===== src/rtl/pipe_ctrl_if.sv =====
// Control bus between the PIPE stage registers and the central pipeline controller.
// Carries the hazard inputs, the per-stage stall/bubble controls, run state and perf counters.
interface pipe_ctrl_if #(
    parameter int unsigned CNT_W = 32
);
    logic [3:0]       D_icode;
    logic [3:0]       E_icode;
    logic [3:0]       M_icode;
    logic [3:0]       E_dstM;
    logic [3:0]       d_srcA;
    logic [3:0]       d_srcB;
    logic             e_Cnd;
    logic [3:0]       m_stat;
    logic [3:0]       W_stat;

    logic             F_stall;
    logic             D_stall;
    logic             D_bubble;
    logic             E_bubble;
    logic             M_bubble;
    logic             W_stall;
    logic [1:0]       cpu_state;
    logic [CNT_W-1:0] cycle_cnt;
    logic [CNT_W-1:0] lu_cnt;
    logic [CNT_W-1:0] mp_cnt;

    modport master (
        output D_icode, E_icode, M_icode, E_dstM, d_srcA, d_srcB, e_Cnd, m_stat, W_stat,
        input  F_stall, D_stall, D_bubble, E_bubble, M_bubble, W_stall,
        input  cpu_state, cycle_cnt, lu_cnt, mp_cnt
    );

    modport slave (
        input  D_icode, E_icode, M_icode, E_dstM, d_srcA, d_srcB, e_Cnd, m_stat, W_stat,
        output F_stall, D_stall, D_bubble, E_bubble, M_bubble, W_stall,
        output cpu_state, cycle_cnt, lu_cnt, mp_cnt
    );
endinterface


===== src/rtl/pipe_ctrl.sv =====
// Y86-64 PIPE central control: hazard-driven stall/bubble controls plus a FLUSH/RUN/HALT/FAULT FSM.
// Define PIPE_CTRL_PERF_EN to build the saturating RUN / load-use / mispredict counters.
module pipe_ctrl #(
    parameter int unsigned FLUSH_CYCLES = 4,
    parameter int unsigned CNT_W        = 32
) (
    input  logic       clk,
    input  logic       rst,
    pipe_ctrl_if.slave bus
);
    localparam int unsigned FC_W = 4;

    localparam logic [3:0] I_MRMOVQ = 4'h5;
    localparam logic [3:0] I_JXX    = 4'h7;
    localparam logic [3:0] I_RET    = 4'h9;
    localparam logic [3:0] I_POPQ   = 4'hB;
    localparam logic [3:0] R_NONE   = 4'hF;

    localparam logic [3:0] S_AOK = 4'h1;
    localparam logic [3:0] S_HLT = 4'h2;
    localparam logic [3:0] S_ADR = 4'h3;
    localparam logic [3:0] S_INS = 4'h4;

    localparam logic [FC_W-1:0] FLUSH_LAST = FC_W'(FLUSH_CYCLES - 1);

    typedef enum logic [1:0] {
        ST_FLUSH = 2'b00,
        ST_RUN   = 2'b01,
        ST_HALT  = 2'b10,
        ST_FAULT = 2'b11
    } state_t;

    state_t          state;
    state_t          state_nxt;
    logic [FC_W-1:0] flush_cnt;
    logic [FC_W-1:0] flush_cnt_nxt;

    logic load_use;
    logic ret_pend;
    logic mispred;
    logic m_exc;
    logic w_exc;

    function automatic logic is_exc(input logic [3:0] s);
        return (s == S_HLT) || (s == S_ADR) || (s == S_INS);
    endfunction

    // Hazard detection from the current stage-register contents
    always_comb begin
        load_use = ((bus.E_icode == I_MRMOVQ) || (bus.E_icode == I_POPQ)) &&
                   (bus.E_dstM != R_NONE) &&
                   ((bus.E_dstM == bus.d_srcA) || (bus.E_dstM == bus.d_srcB));
        ret_pend = (bus.D_icode == I_RET) || (bus.E_icode == I_RET) || (bus.M_icode == I_RET);
        mispred  = (bus.E_icode == I_JXX) && !bus.e_Cnd;
        m_exc    = is_exc(bus.m_stat);
        w_exc    = is_exc(bus.W_stat);
    end

    always_ff @(posedge clk or posedge rst) begin
        if (rst) begin
            state     <= ST_FLUSH;
            flush_cnt <= '0;
        end else begin
            state     <= state_nxt;
            flush_cnt <= flush_cnt_nxt;
        end
    end

    // Next state and stage controls; HALT and FAULT freeze the whole pipe
    always_comb begin
        state_nxt     = state;
        flush_cnt_nxt = flush_cnt;
        bus.F_stall   = 1'b0;
        bus.D_stall   = 1'b0;
        bus.D_bubble  = 1'b0;
        bus.E_bubble  = 1'b0;
        bus.M_bubble  = 1'b0;
        bus.W_stall   = 1'b0;
        case (state)
            ST_FLUSH: begin
                bus.F_stall   = 1'b1;
                bus.D_bubble  = 1'b1;
                bus.E_bubble  = 1'b1;
                bus.M_bubble  = 1'b1;
                flush_cnt_nxt = flush_cnt + FC_W'(1);
                if (flush_cnt == FLUSH_LAST) begin
                    state_nxt = ST_RUN;
                end
            end
            ST_RUN: begin
                bus.F_stall  = load_use | ret_pend;
                bus.D_stall  = load_use;
                bus.D_bubble = mispred | (ret_pend & !load_use);
                bus.E_bubble = mispred | load_use;
                bus.M_bubble = m_exc | w_exc;
                bus.W_stall  = w_exc;
                // Anything other than AOK/HLT, including undefined codes, is a fault
                if (bus.W_stat == S_HLT) begin
                    state_nxt = ST_HALT;
                end else if (bus.W_stat != S_AOK) begin
                    state_nxt = ST_FAULT;
                end
            end
            default: begin
                bus.F_stall  = 1'b1;
                bus.D_stall  = 1'b1;
                bus.E_bubble = 1'b1;
                bus.M_bubble = 1'b1;
                bus.W_stall  = 1'b1;
            end
        endcase
    end

    assign bus.cpu_state = state;

`ifdef PIPE_CTRL_PERF_EN
    logic [CNT_W-1:0] cycle_q;
    logic [CNT_W-1:0] lu_q;
    logic [CNT_W-1:0] mp_q;

    // Saturating counters, advanced only while running
    always_ff @(posedge clk or posedge rst) begin
        if (rst) begin
            cycle_q <= '0;
            lu_q    <= '0;
            mp_q    <= '0;
        end else if (state == ST_RUN) begin
            if (cycle_q != '1) begin
                cycle_q <= cycle_q + CNT_W'(1);
            end
            if (load_use && (lu_q != '1)) begin
                lu_q <= lu_q + CNT_W'(1);
            end
            if (mispred && (mp_q != '1)) begin
                mp_q <= mp_q + CNT_W'(1);
            end
        end
    end

    assign bus.cycle_cnt = cycle_q;
    assign bus.lu_cnt    = lu_q;
    assign bus.mp_cnt    = mp_q;
`else
    assign bus.cycle_cnt = '0;
    assign bus.lu_cnt    = '0;
    assign bus.mp_cnt    = '0;
`endif

endmodule


===== src/flat_wrapper.sv =====
// flat-port wrapper written by rule: the top's interface ports become plain ports
module pipe_ctrl_flat 
#(
    parameter int unsigned FLUSH_CYCLES = 4,
    parameter int unsigned CNT_W        = 32
)
  (clk, rst, bus_D_icode, bus_E_icode, bus_M_icode, bus_E_dstM, bus_d_srcA, bus_d_srcB, bus_e_Cnd, bus_m_stat, bus_W_stat, bus_F_stall, bus_D_stall, bus_D_bubble, bus_E_bubble, bus_M_bubble, bus_W_stall, bus_cpu_state, bus_cycle_cnt, bus_lu_cnt, bus_mp_cnt);
  pipe_ctrl_if #(.CNT_W(CNT_W)) bus_i ();
  input  logic clk;
  input  logic rst;
  input wire logic [$bits(bus_i.D_icode)-1:0] bus_D_icode;
  input wire logic [$bits(bus_i.E_icode)-1:0] bus_E_icode;
  input wire logic [$bits(bus_i.M_icode)-1:0] bus_M_icode;
  input wire logic [$bits(bus_i.E_dstM)-1:0] bus_E_dstM;
  input wire logic [$bits(bus_i.d_srcA)-1:0] bus_d_srcA;
  input wire logic [$bits(bus_i.d_srcB)-1:0] bus_d_srcB;
  input wire logic [$bits(bus_i.e_Cnd)-1:0] bus_e_Cnd;
  input wire logic [$bits(bus_i.m_stat)-1:0] bus_m_stat;
  input wire logic [$bits(bus_i.W_stat)-1:0] bus_W_stat;
  output wire logic [$bits(bus_i.F_stall)-1:0] bus_F_stall;
  output wire logic [$bits(bus_i.D_stall)-1:0] bus_D_stall;
  output wire logic [$bits(bus_i.D_bubble)-1:0] bus_D_bubble;
  output wire logic [$bits(bus_i.E_bubble)-1:0] bus_E_bubble;
  output wire logic [$bits(bus_i.M_bubble)-1:0] bus_M_bubble;
  output wire logic [$bits(bus_i.W_stall)-1:0] bus_W_stall;
  output wire logic [$bits(bus_i.cpu_state)-1:0] bus_cpu_state;
  output wire logic [$bits(bus_i.cycle_cnt)-1:0] bus_cycle_cnt;
  output wire logic [$bits(bus_i.lu_cnt)-1:0] bus_lu_cnt;
  output wire logic [$bits(bus_i.mp_cnt)-1:0] bus_mp_cnt;
  assign bus_i.D_icode = bus_D_icode;
  assign bus_i.E_icode = bus_E_icode;
  assign bus_i.M_icode = bus_M_icode;
  assign bus_i.E_dstM = bus_E_dstM;
  assign bus_i.d_srcA = bus_d_srcA;
  assign bus_i.d_srcB = bus_d_srcB;
  assign bus_i.e_Cnd = bus_e_Cnd;
  assign bus_i.m_stat = bus_m_stat;
  assign bus_i.W_stat = bus_W_stat;
  assign bus_F_stall = bus_i.F_stall;
  assign bus_D_stall = bus_i.D_stall;
  assign bus_D_bubble = bus_i.D_bubble;
  assign bus_E_bubble = bus_i.E_bubble;
  assign bus_M_bubble = bus_i.M_bubble;
  assign bus_W_stall = bus_i.W_stall;
  assign bus_cpu_state = bus_i.cpu_state;
  assign bus_cycle_cnt = bus_i.cycle_cnt;
  assign bus_lu_cnt = bus_i.lu_cnt;
  assign bus_mp_cnt = bus_i.mp_cnt;
  pipe_ctrl #(.FLUSH_CYCLES(FLUSH_CYCLES), .CNT_W(CNT_W)) u_core (.clk(clk), .rst(rst), .bus(bus_i));
endmodule

===== config.mk =====
export PLATFORM = sky130hd
export DESIGN_NAME = pipe_ctrl_flat
export DESIGN_NICKNAME = d
export VERILOG_FILES = /design/src/rtl/pipe_ctrl_if.sv /design/src/rtl/pipe_ctrl.sv /design/src/flat_wrapper.sv
export SDC_FILE = /design/constraint.sdc
export NUM_CORES = 1
export LEC_CHECK = 0
export BUFFER_PORTS_ARGS = -buffer_cell sky130_fd_sc_hd__buf_2
export CAP_MARGIN = 10
export CORE_UTILIZATION = 28
export DETAILED_ROUTE_END_ITERATION = 10
export PLACE_DENSITY = 0.75
export SETUP_SLACK_MARGIN = 0.5
export SYNTH_ARGS = -nofsm -noshare
export SYNTH_HDL_FRONTEND = slang
export SYNTH_SLANG_ARGS = --single-unit
export TNS_END_PERCENT = 1

===== constraint.sdc =====
create_clock -name clk -period 1.2 [get_ports clk]
set_input_delay 0.12 -clock clk [delete_from_list [all_inputs] [get_ports clk]]
set_output_delay 0.12 -clock clk [all_outputs]
set_load 0.005 [all_outputs]

==> metrics.txt <==
# TYPE chip_impl_metric gauge
chip_impl_info{name="violations",value="setup timing"} 1
chip_impl_metric{name="fp.coreArea",unit="mm2"} 0.00414
chip_impl_metric{name="die_footprint",unit="mm2"} 0.00472
chip_impl_metric{name="routabilityCongestion",unit=""} 0.863
chip_impl_info{name="tritoncts",value="yes"} 1
chip_impl_metric{name="layout-drive-gt1-share",unit="%"} 33.0
chip_impl_metric{name="detail_route.iter0.violations",unit=""} 16
chip_impl_info{name="path_common_cell",value="sky130_fd_sc_hd__buf_2"} 1
chip_impl_metric{name="arrival",unit="ns"} 1.27
chip_impl_metric{name="grt_pass1_wl",unit="um"} 2840
chip_impl_metric{name="antenna_violation_net_count_after_detailed_routing",unit=""} 0
chip_impl_info{name="grt_setup_unrepaired",value="yes"} 1
chip_impl_metric{name="cts_buffers",unit=""} 3
chip_impl_metric{name="worst-endpoint-required",unit="ns"} 1.08
chip_impl_metric{name="die_w",unit="um"} 68.7
chip_impl_metric{name="final_max_slew_viol_count",unit=""} 0
chip_impl_metric{name="drt_pre_antenna_iters",unit=""} 2
chip_impl_metric{name="post_dp_cell_area",unit="mm2"} 0.00121
chip_impl_info{name="synthMostInstantiatedCell",value="sky130_fd_sc_hd__buf_4"} 1
chip_impl_metric{name="largest_net_degree_at_the_start_of_global_routing",unit=""} 7
chip_impl_metric{name="p_int",unit="W"} 0.000516
chip_impl_metric{name="worst_skew_pair.late_latency",unit="ns"} 0.22
chip_impl_metric{name="antenna_cells_inserted",unit=""} 0
chip_impl_metric{name="synth_cell_types",unit=""} 28
chip_impl_metric{name="power.clock.fraction",unit="%"} 40.6
chip_impl_metric{name="synth.top_cell.area_share",unit="%"} 57.9
chip_impl_metric{name="global_route.overflow_total",unit=""} 0
chip_impl_metric{name="cts.sink_count",unit=""} 6
chip_impl_metric{name="rows",unit=""} 23
chip_impl_info{name="yosys-top-cells-count",value="sky130_fd_sc_hd__buf_4 (96), sky130_fd_sc_hd__xnor2_1 (10), sky130_fd_sc_hd__dfrtp_1 (6), sky130_fd_sc_hd__nor2_1 (6)"} 1
chip_impl_metric{name="layout.nets",unit=""} 247
chip_impl_info{name="synth.top_cells.by_area",value="sky130_fd_sc_hd__buf_4 (58%), sky130_fd_sc_hd__dfrtp_1 (12%), sky130_fd_sc_hd__xnor2_1 (7.0%)"} 1
chip_impl_metric{name="power.share.switching",unit="%"} 30.4
chip_impl_metric{name="antenna_violations_before_repair",unit=""} 0
chip_impl_metric{name="timing.max_cap.violations",unit=""} 0
chip_impl_metric{name="num_vias",unit=""} 909
chip_impl_metric{name="dpl.cell_count",unit=""} 253
chip_impl_metric{name="grt_usage",unit="%"} 8.32
chip_impl_info{name="worstSetupPathType",value="in -> out"} 1
chip_impl_info{name="cpMaxStageDelayCell",value="sky130_fd_sc_hd__a221o_1"} 1
chip_impl_metric{name="netlist_instances",unit=""} 155
chip_impl_metric{name="p_seq_share",unit="%"} 27.4
chip_impl_metric{name="start_util",unit="%"} 30.0
chip_impl_metric{name="vdd_ir_drop_max",unit="mV"} 0.246
chip_impl_metric{name="portBuffers",unit=""} 42
chip_impl_metric{name="synthesis.area_per_instance",unit="um2"} 8.03
chip_impl_metric{name="place_hpwl",unit="um"} 1820
chip_impl_metric{name="detailed_route_drc_error_count",unit=""} 0
chip_impl_metric{name="power.share.combinational",unit="%"} 32.0
chip_impl_info{name="synthFlopType",value="sky130_fd_sc_hd__dfrtp_1"} 1
chip_impl_metric{name="cp_slowest_stage_delay",unit="ns"} 0.41
chip_impl_metric{name="final-instance-count-excl-fill",unit=""} 259
chip_impl_metric{name="synth_async_sr_flop_share",unit="%"} 100
chip_impl_info{name="critPathCaptureType",value="output port"} 1
chip_impl_metric{name="io_pins",unit=""} 139
chip_impl_metric{name="route.detailed.wl_per_inst",unit="um"} 8.39
chip_impl_metric{name="cell_area_after_synthesis",unit="mm2"} 0.00124
chip_impl_metric{name="switch_pwr",unit="W"} 0.000225
chip_impl_metric{name="timing.final.ws_setup",unit="ns"} -0.193
chip_impl_metric{name="ys_seq_area_share",unit="%"} 12.1
chip_impl_metric{name="post-route-period-util",unit="%"} 116
chip_impl_info{name="cts.root.buffer_cell",value="sky130_fd_sc_hd__clkbuf_8"} 1
chip_impl_metric{name="clock_path_buffers",unit=""} 2
chip_impl_metric{name="via_per_inst",unit=""} 3.51
chip_impl_info{name="hold_class",value="in -> reg"} 1
chip_impl_metric{name="placement.setup.worst_slack",unit="ns"} -0.197
chip_impl_info{name="yosysTopAreaCell",value="sky130_fd_sc_hd__buf_4"} 1
chip_impl_metric{name="yosys_warnings",unit=""} 0
chip_impl_metric{name="grt_pass1_vias",unit=""} 671
chip_impl_metric{name="finalSetupViolCount",unit=""} 6
chip_impl_metric{name="cts.htree.levels",unit=""} 1
chip_impl_metric{name="postSynthRegisterBits",unit=""} 6
chip_impl_metric{name="routed_wl",unit="um"} 2170
chip_impl_info{name="timing.critical_path.from_type",value="input port"} 1
chip_impl_metric{name="finalWorstPathRequiredPeriod",unit="ns"} 1.39
chip_impl_metric{name="timing.fmax",unit="GHz"} 0.718
chip_impl_info{name="path_cells",value="buf_2, xnor2_2, nand4_1, a221o_1, o211a_1, buf_2"} 1
chip_impl_metric{name="finalInstanceArea",unit="mm2"} 0.00136
chip_impl_metric{name="dieHeight",unit="um"} 68.7
chip_impl_metric{name="synth-edff-count",unit=""} 0
chip_impl_metric{name="power_leakage",unit="nW"} 0.798
chip_impl_metric{name="area_growth_synth_to_finish",unit="%"} 9.45
chip_impl_metric{name="cts.clk_slew.worst_paths",unit="ns"} 0.04
chip_impl_metric{name="hold_viol",unit=""} 0
chip_impl_metric{name="cp_max_fo",unit=""} 4
chip_impl_info{name="run_status",value="complete, but fails checks"} 1
chip_impl_metric{name="timing.clock.skew",unit="ns"} 0.000657
chip_impl_metric{name="power_density",unit="mW/mm2"} 544
-- critical path: cells and delay by family --
kind	cells	cell delay [ns]
AO/OA/AOI/OAI	2	0.63
XOR/XNOR	1	0.16
buffers and inverters	2	0.26
AND/OR/NAND/NOR	1	0.10
-- registers in the layout, indices dropped and copies added (netlist names) --
name	count
u_core.bus.cpu_state	2
u_core.flush_cnt	4
-- routing by layer --
metal  up-vias  wire (um)  GRT usage, %
met5         -          0             0
met4         0         63          6.77
met3         6        223          1.48
met2        76       1160          15.1
met1       402        731          8.24
li1        425          -             -
-- metrics by stage --
| step | hold slack, ns | power, W | util [%] | setup TNS (ns) |
|---|---|---|---|---|
| 2_1_floorplan | -0.0890 | 0.000550 | - | 0 |
| 3_3_place_gp | 0.0367 | 0.000405 | 29.1 | -0.385 |
| 3_5_place_dp | 0.0519 | 0.000408 | 29.1 | -0.442 |
| 6_report | 0.152 | 0.000742 | 32.9 | -0.644 |
| 5_1_grt | 0.184 | 0.000797 | 32.9 | -1.00 |
| 4_1_cts | 0.160 | 0.000714 | 31.0 | -0.387 |
-- final timing paths --
path,from,to,slack (ns),cells after the start
min,bus_W_stat[1],u_core.bus.cpu_state[0],0.15,2
max,bus_E_dstM[3],bus_D_bubble,-0.19,6
max reg2reg,u_core.bus.cpu_state[1],u_core.flush_cnt[1],0.08,2
min in group asynchronous,rst,u_core.flush_cnt[1],0.37,3
max in group asynchronous,rst,u_core.bus.cpu_state[1],0.62,3
min reg2reg,u_core.flush_cnt[3],u_core.flush_cnt[3],0.49,1
-- cell type report --
type,instances,area [um2]
Clock buffer,3,41.3
Fill cell,461,2780
Inverter,3,13.8
Multi-Input combinational cell,145,792
Sequential cell,6,151
Tap cell,50,62.6
Timing Repair Buffer,52,302
-- power by group through the flow --
stage	clock (W)	combinational, W	sequential, W
after floorplan	0	0.000344	0.000206
after global placement	0	0.000199	0.000206
after detailed placement	0	0.000202	0.000206
after CTS	0.000302	0.000209	0.000204
after global routing	0.000315	0.000278	0.000203
final	0.000301	0.000237	0.000203
-- cell usage in the layout, fill, tap and decap left out, types with 3 or more instances in the layout --
master,netlist,routed
sky130_fd_sc_hd__conb_1,1,96
sky130_fd_sc_hd__buf_2,0,41
sky130_fd_sc_hd__buf_4,96,7
sky130_fd_sc_hd__xnor2_2,0,6
sky130_fd_sc_hd__nor2_1,6,5
sky130_fd_sc_hd__dfrtp_1,6,5
sky130_fd_sc_hd__nand2_1,4,4
sky130_fd_sc_hd__nand4_1,4,4
sky130_fd_sc_hd__xnor2_1,10,4
sky130_fd_sc_hd__o21ai_1,0,3
sky130_fd_sc_hd__clkbuf_8,0,3
sky130_fd_sc_hd__buf_6,0,3
-- cells by family after synthesis --
kind of cell             Yosys count  synth area share, %
buffers and inverters             99                 58.8
AND/OR/NAND/NOR                   26                 12.7
XOR/XNOR                          11                 7.74
AO/OA/AOI/OAI                      8                 4.92
flip-flops                         6                 12.1
multiplexers                       3                 2.51
adder cells (fa/ha/maj)            1                 1.00
other                              1                0.301
-- repair_timing --
item / CTS / global route
hold buffers: 1 / 0
setup buffers: 0 / 2
hold endpoints to repair: 6 / 0
pin swaps: 1 / 5
setup endpoints to repair: 14 / 14
resized for setup: 10 / 11
cloned: 0 / 0
(Power assumes the default switching activity.)
